**config.mk**
```make
export PLATFORM = sky130hd
export DESIGN_NAME = alu_exec_unit_flat
export DESIGN_NICKNAME = d
export VERILOG_FILES = /design/src/rtl/alu_exec_unit_if.sv /design/src/rtl/alu_exec_unit.sv /design/src/flat_wrapper.sv
export SDC_FILE = /design/constraint.sdc
export NUM_CORES = 1
export LEC_CHECK = 0
export ABC_CLOCK_PERIOD_IN_PS = 5300
export BUFFER_PORTS_ARGS = -buffer_cell sky130_fd_sc_hd__buf_2
export CAP_MARGIN = 20
export CORE_ASPECT_RATIO = 0.9
export CORE_MARGIN = 3
export CORE_UTILIZATION = 62
export CTS_BUF_LIST = sky130_fd_sc_hd__clkbuf_4
export DETAILED_ROUTE_END_ITERATION = 10
export PLACE_DENSITY = 0.85
export REMOVE_ABC_BUFFERS = 1
export SETUP_SLACK_MARGIN = 0.02
export SLEW_MARGIN = 20
export SYNTH_ARGS = -nofsm -noshare
export SYNTH_HDL_FRONTEND = slang
export SYNTH_SLANG_ARGS = --single-unit
```
**constraint.sdc**
```tcl
create_clock -name clk -period 5.3 [get_ports clk]
set_clock_uncertainty 0.1 [all_clocks]
set_input_delay 0 -clock clk [delete_from_list [all_inputs] [get_ports clk]]
set_output_delay 0 -clock clk [all_outputs]
set_load 0.1 [all_outputs]
```
**src/rtl/alu_exec_unit_if.sv**
```systemverilog
// Op handshake and result bus between the controller (master) and the execute unit (slave).
// An op transfers on a rising edge where op_valid && op_ready; op_valid while op_ready is low is dropped, not held.
interface alu_exec_unit_if #(
  parameter int WIDTH = 8
);
  logic             op_valid;
  logic [3:0]       op_code;
  logic [WIDTH-1:0] ld_data;
  logic             op_ready;
  logic             done;
  logic [WIDTH-1:0] a_out;
  logic [WIDTH-1:0] b_out;
  logic             flag_z;
  logic             flag_c;
  logic             flag_v;

  modport master (
    output op_valid, op_code, ld_data,
    input  op_ready, done, a_out, b_out, flag_z, flag_c, flag_v
  );

  modport slave (
    input  op_valid, op_code, ld_data,
    output op_ready, done, a_out, b_out, flag_z, flag_c, flag_v
  );
endinterface

```
**src/rtl/alu_exec_unit.sv**
```systemverilog
// Execute stage: A/B working registers, single-cycle LDA/LDB/ADD/SUB and
// WIDTH-step shift-add MUL / restoring DIV, with a one-cycle done pulse per op.
module alu_exec_unit #(
  parameter int WIDTH = 8
) (
  input  logic                clk,
  input  logic                reset,
  alu_exec_unit_if.slave      bus,
  output logic [1:0]          state_dbg
);
  localparam int CW = $clog2(WIDTH + 1);

  localparam logic [3:0] OP_LDA = 4'b1000;
  localparam logic [3:0] OP_LDB = 4'b0100;
  localparam logic [3:0] OP_ADD = 4'b0010;
  localparam logic [3:0] OP_SUB = 4'b0001;
  localparam logic [3:0] OP_MUL = 4'b1100;
  localparam logic [3:0] OP_DIV = 4'b1010;

  typedef enum logic [1:0] {S_IDLE = 2'd0, S_MUL = 2'd1, S_DIV = 2'd2} state_t;

  state_t           state_q, state_d;
  logic [CW-1:0]    cnt_q;
  logic [WIDTH-1:0] a_q, b_q;
  logic             z_q, c_q, v_q, done_q;
  // Iteration workspace: hi = partial product / remainder, lo = multiplier / quotient.
  logic [WIDTH-1:0] hi_q, lo_q, opnd_q;

  logic             accept;
  logic             last_step;
  logic [WIDTH:0]   add_sum;
  logic [WIDTH:0]   mul_sum;
  logic [2*WIDTH-1:0] mul_next;
  logic [WIDTH:0]   div_shift;
  logic [WIDTH:0]   div_diff;
  logic [WIDTH-1:0] rem_next, quo_next;

  assign accept    = bus.op_valid && (state_q == S_IDLE);
  assign last_step = (cnt_q == CW'(1));
  assign add_sum   = {1'b0, a_q} + {1'b0, b_q};

  // One shift-add step: add multiplicand into the high half when the current multiplier bit is set, then shift right.
  assign mul_sum  = {1'b0, hi_q} + {1'b0, opnd_q};
  assign mul_next = lo_q[0] ? {mul_sum, lo_q[WIDTH-1:1]}
                            : {1'b0, hi_q, lo_q[WIDTH-1:1]};

  // Remainder stays below the divisor, so the trial difference needs only one extra bit for its sign.
  assign div_shift = {hi_q, lo_q[WIDTH-1]};
  assign div_diff  = div_shift - {1'b0, opnd_q};
  assign rem_next  = div_diff[WIDTH] ? div_shift[WIDTH-1:0] : div_diff[WIDTH-1:0];
  assign quo_next  = {lo_q[WIDTH-2:0], ~div_diff[WIDTH]};

  always_ff @(posedge clk) begin
    if (reset) state_q <= S_IDLE;
    else       state_q <= state_d;
  end

  always_comb begin
    state_d = state_q;
    case (state_q)
      S_IDLE: begin
        if (accept && bus.op_code == OP_MUL)                    state_d = S_MUL;
        else if (accept && bus.op_code == OP_DIV && b_q != '0)  state_d = S_DIV;
      end
      S_MUL, S_DIV: begin
        if (last_step) state_d = S_IDLE;
      end
      default: state_d = S_IDLE;
    endcase
  end

  always_ff @(posedge clk) begin
    if (reset) begin
      cnt_q  <= '0;
      a_q    <= '0;
      b_q    <= '0;
      z_q    <= 1'b0;
      c_q    <= 1'b0;
      v_q    <= 1'b0;
      done_q <= 1'b0;
      hi_q   <= '0;
      lo_q   <= '0;
      opnd_q <= '0;
    end else begin
      done_q <= 1'b0;
      case (state_q)
        S_IDLE: begin
          if (accept) begin
            done_q <= 1'b1;
            case (bus.op_code)
              OP_LDA: a_q <= bus.ld_data;
              OP_LDB: b_q <= bus.ld_data;
              OP_ADD: begin
                a_q <= add_sum[WIDTH-1:0];
                c_q <= add_sum[WIDTH];
                z_q <= (add_sum[WIDTH-1:0] == '0);
              end
              OP_SUB: begin
                a_q <= a_q - b_q;
                c_q <= (a_q < b_q);
                z_q <= (a_q == b_q);
              end
              OP_MUL: begin
                done_q <= 1'b0;
                hi_q   <= '0;
                lo_q   <= a_q;
                opnd_q <= b_q;
                cnt_q  <= CW'(WIDTH);
              end
              OP_DIV: begin
                if (b_q == '0) begin
                  a_q <= '1;
                  v_q <= 1'b1;
                  c_q <= 1'b0;
                  z_q <= 1'b0;
                end else begin
                  done_q <= 1'b0;
                  hi_q   <= '0;
                  lo_q   <= a_q;
                  opnd_q <= b_q;
                  cnt_q  <= CW'(WIDTH);
                end
              end
              default: ;
            endcase
          end
        end
        S_MUL: begin
          {hi_q, lo_q} <= mul_next;
          cnt_q        <= cnt_q - CW'(1);
          if (last_step) begin
            a_q    <= mul_next[WIDTH-1:0];
            v_q    <= (mul_next[2*WIDTH-1:WIDTH] != '0);
            z_q    <= (mul_next[WIDTH-1:0] == '0);
            c_q    <= 1'b0;
            done_q <= 1'b1;
          end
        end
        S_DIV: begin
          hi_q  <= rem_next;
          lo_q  <= quo_next;
          cnt_q <= cnt_q - CW'(1);
          if (last_step) begin
            a_q    <= quo_next;
            b_q    <= rem_next;
            z_q    <= (quo_next == '0);
            c_q    <= 1'b0;
            v_q    <= 1'b0;
            done_q <= 1'b1;
          end
        end
        default: ;
      endcase
    end
  end

  assign bus.op_ready = (state_q == S_IDLE);
  assign bus.done     = done_q;
  assign bus.a_out    = a_q;
  assign bus.b_out    = b_q;
  assign bus.flag_z   = z_q;
  assign bus.flag_c   = c_q;
  assign bus.flag_v   = v_q;
  assign state_dbg    = state_q;
endmodule

```
**src/flat_wrapper.sv**
```systemverilog
// flat-port wrapper written by rule: the top's interface ports become plain ports
module alu_exec_unit_flat 
#(
  parameter int WIDTH = 8
)
  (clk, reset, state_dbg, bus_op_valid, bus_op_code, bus_ld_data, bus_op_ready, bus_done, bus_a_out, bus_b_out, bus_flag_z, bus_flag_c, bus_flag_v);
  alu_exec_unit_if #(.WIDTH(WIDTH)) bus_i ();
  input  logic clk;
  input  logic reset;
  output logic [1:0] state_dbg;
  input wire logic [$bits(bus_i.op_valid)-1:0] bus_op_valid;
  input wire logic [$bits(bus_i.op_code)-1:0] bus_op_code;
  input wire logic [$bits(bus_i.ld_data)-1:0] bus_ld_data;
  output wire logic [$bits(bus_i.op_ready)-1:0] bus_op_ready;
  output wire logic [$bits(bus_i.done)-1:0] bus_done;
  output wire logic [$bits(bus_i.a_out)-1:0] bus_a_out;
  output wire logic [$bits(bus_i.b_out)-1:0] bus_b_out;
  output wire logic [$bits(bus_i.flag_z)-1:0] bus_flag_z;
  output wire logic [$bits(bus_i.flag_c)-1:0] bus_flag_c;
  output wire logic [$bits(bus_i.flag_v)-1:0] bus_flag_v;
  assign bus_i.op_valid = bus_op_valid;
  assign bus_i.op_code = bus_op_code;
  assign bus_i.ld_data = bus_ld_data;
  assign bus_op_ready = bus_i.op_ready;
  assign bus_done = bus_i.done;
  assign bus_a_out = bus_i.a_out;
  assign bus_b_out = bus_i.b_out;
  assign bus_flag_z = bus_i.flag_z;
  assign bus_flag_c = bus_i.flag_c;
  assign bus_flag_v = bus_i.flag_v;
  alu_exec_unit #(.WIDTH(WIDTH)) u_core (.clk(clk), .reset(reset), .bus(bus_i), .state_dbg(state_dbg));
endmodule
```
==> results.yml <==
status:
  run_status: "completed"
global_route:
  number_of_global_route_vias_before_repair: 3961
  grt_start_max_net_pins: 40
  gr-usage-all-layers_pct: 31.0
  wire_length_of_the_first_global_routing_pass_mm: 20.0
  grt_remaining_overflow: 0
  grt_antenna_before_repair: 0
sta:
  slew_headroom_pct: 37.7
  period_needed_ns: 3.64
  report.final.slew_viol_count: 0
  timing.hold.ws_ns: 0.00702
  finish_stage_setup_viols: 0
  worst-slew-pin-transition_ns: 0.929
  setup_repair_after_global_routing_missed_its_margin: "false"
  hold_viol_final: 0
  fin_tns_setup_ns: 0
  min_period_over_period_pct: 68.7
  highest_clock_rate_mhz: 275
routing:
  wire_per_inst_um: 18.5
  vias: 4464
  detail-route-antenna-nets: 0
  drt-pass1-iter-count: 5
  remaining_drc_errors: 0
  routed_wl_mm: 12.4
  vias_per_cell: 6.69
  drt-initial-drc-count: 481
flow_run:
  max_cap_violations: 0
power_and_ir_drop:
  share_comb_of_total_power_pct: 31.7
  max-vdd-ir-drop_mv: 0.151
  power_switching_share_pct: 39.4
  pwr_dens_nw_per_um2: 186
  net-switching-power_mw: 0.338
  p_leak_nw: 1.85
  p_clk_share_pct: 21.5
  seq_power_share_pct: 46.9
  intPower_mw: 0.520
cells_and_area:
  number_of_nets_at_the_end_of_the_flow: 633
  regArea_um2: 1000
  fillers: 528
  syn2layout_area_growth_pct: 7.43
  total_inserted_antenna_cells: 0
  final_layout_size_suffix_gt1_share_pct: 11.4
  multi_input_comb_area_um2: 3020
cts:
  cts.sinks: 50
  h-tree-depth: 2
  clock_tree.root_cell: "clkbuf_4"
  cts.clk_slew.worst_paths_ns: 0.15
  cts_inserted_buffers: 5
  clock_tree_from_tritoncts: "done"
  cts.path.max_buffers: 2
  post_cts.repair.setup_buffers: 0
  worst_skew_pair.late_latency_ns: 0.39
logic_synthesis:
  synth_area_um2: 4290
  number_of_synthesized_flops_with_an_enable_pin: 0
  synth.lib_cells_used.distinct: 71
  async_reset_ff_share_pct: 0
  synth-seq-cells: 50
  synth.yosys.warnings: 0
  syn_inst: 548
  syn-mean-instance-area_um2: 7.83
  ys_seq_area_share_pct: 23.3
  synth_ff_type: "dfxtp_1"
place:
  port-buffer-count: 37
  place.detailed.hpwl_mm: 9.30
  place.gp.congestion: 0.925
critical_path:
  cp.arrival_ns: 3.80
  timing.reg2reg.setup_slack_ns: 1.66
  worst_ep_required_time_ns: 5.45
  critical_path.startpoint_type: "register"
  critical-path-max-stage-delay_ns: 0.81
  worst-r2r-cell-count: 7
  regToRegEndpoint: "u_core.hi_q[6]"
  timing.setup.critical_path_class: "reg -> reg"
  critPathSlowestCell: "ha_1"
  worst_setup_path_end_kind: "register"
  crit_path_max_fanout: 24
  regToRegStartpoint: "u_core.state_dbg[0]"
  timing.critical_path.from: "u_core.state_dbg[0]"
  timing.critical_path.to: "u_core.hi_q[6]"
  worstPathCellList: "inv_1 > ha_1 > clkinv_1 > o21ai_0 > nor2_1 > a22oi_1 > o31ai_1"
floorplanning:
  rows: 28
  start_util_pct: 64.5
  dieWidth_um: 93.7
  core_area_um2: 6660
  io_pins: 38
  die_area_um2: 7960
  die_height_um: 84.9
worst_hold_path:
  hold_path.startpoint: "bus_op_code[0]"
  worst_hold_path_type: "in -> reg"
-- cell usage in the layout, fill, tap and decap left out, types with 7 or more instances in the layout --
| cell | instances |
|---|---|
| dlygate4sd3_1 | 9 |
| dfxtp_1 | 50 |
| o22ai_1 | 7 |
| xor2_1 | 7 |
| ha_1 | 38 |
| nand2_1 | 29 |
| a211oi_1 | 9 |
| o21ai_0 | 35 |
| buf_2 | 37 |
| o211ai_1 | 8 |
| xnor2_1 | 10 |
| nor2_1 | 64 |
| inv_1 | 33 |
| nor3_1 | 16 |
| nand3_1 | 15 |
| a21oi_1 | 57 |
| nor2b_1 | 9 |
| mux2i_1 | 10 |
| a31oi_1 | 8 |
| nand2b_1 | 8 |
-- cells by family after synthesis --
group / synth area share [%]
buffers and inverters: 6.21
and+or+nand+nor: 20.7
adders and majority gates: 12.9
DFF: 23.3
muxes: 3.38
xor gates and xnor gates: 3.85
AOI/OAI and AO/OA: 29.6
-- through the flow --
step	setup WS (ns)	instance area, um2	util, %	std cells	total power, mW
after floorplan	1.82	4160	-	522	0.603
after global routing	1.42	4610	69.3	667	0.889
final	1.66	4610	69.3	667	0.858
after global placement	2.00	4460	67.0	650	0.663
after CTS	1.79	4610	69.3	667	0.849
after detailed placement	1.81	4460	67.0	650	0.668
-- synthesized netlist by cell type, types with 10 or more instances --
| cell type | count | share of area, % |
|---|---|---|
| nand2_1 | 29 | 2.5 |
| inv_1 | 33 | 2.9 |
| mux2i_1 | 10 | 2.3 |
| clkbuf_1 | 18 | 1.6 |
| nor3_1 | 16 | 1.9 |
| ha_1 | 38 | 11 |
| dfxtp_1 | 50 | 23 |
| xnor2_1 | 10 | 2.0 |
| a21oi_1 | 57 | 6.6 |
| nor2_1 | 64 | 5.6 |
| nand3_1 | 15 | 1.7 |
| o21ai_0 | 35 | 4.1 |
-- metal layers --
metal	wire length, um	global-route usage [%]
met1	5290	46.0
met2	5300	46.6
met3	1530	5.85
met4	255	6.56
met5	0	0
-- critical path: cells and delay by family, from the launching register on --
kind | cells | cell delay [ns]
and+or+nand+nor | 1 | 0.23
DFF | 1 | 0.44
adders and majority gates | 1 | 0.81
AOI/OAI and AO/OA | 3 | 1.10
buffers and inverters | 2 | 0.84
-- layout make-up --
cell class / instances / share of cell area, %
multi-input combinational: 437 / 65.6
sequential: 50 / 21.7
timing repair buffer: 47 / 6.13
tap: 90 / 2.44
inverter: 35 / 2.85
clock buffer: 5 / 0.814
clock inverter: 3 / 0.461
-- state kept, by name (all words and copies together), names as in the netlist --
signal / cells
u_core.bus.a_out: 8
u_core.bus.b_out: 8
u_core.bus.done: 1
u_core.bus.flag_c: 1
u_core.bus.flag_v: 1
u_core.bus.flag_z: 1
u_core.cnt_q: 4
u_core.hi_q: 8
u_core.lo_q: 8
u_core.opnd_q: 8
u_core.state_dbg: 2
-- repair_timing --
item                       4_1_cts  5_1_grt
hold endpoints to repair        13        0
resized for setup                0        0
hold buffers                     9        0
setup endpoints to repair        0        0
-- worst min path at each step --
stage / endpoint / cells after the start / slack [ns]
floorplan: u_core.bus.a_out[0] / 1 / -0.03
finish: u_core.state_dbg[0] / 4 / 0.007
detailed placement: u_core.bus.b_out[5] / 3 / 0.23
CTS: u_core.state_dbg[0] / 4 / 0.003
global placement: u_core.bus.b_out[5] / 3 / 0.22
global route: u_core.state_dbg[0] / 4 / 0.06
-- power by group through the flow --
stage	registers [mW]	logic [mW]	clock network (mW)
global route	0.404	0.287	0.198
floorplan	0.468	0.134	0
detailed placement	0.410	0.258	0
finish	0.402	0.272	0.184
CTS	0.402	0.264	0.183
global placement	0.410	0.253	0
Power figures use the tool's default switching activity.
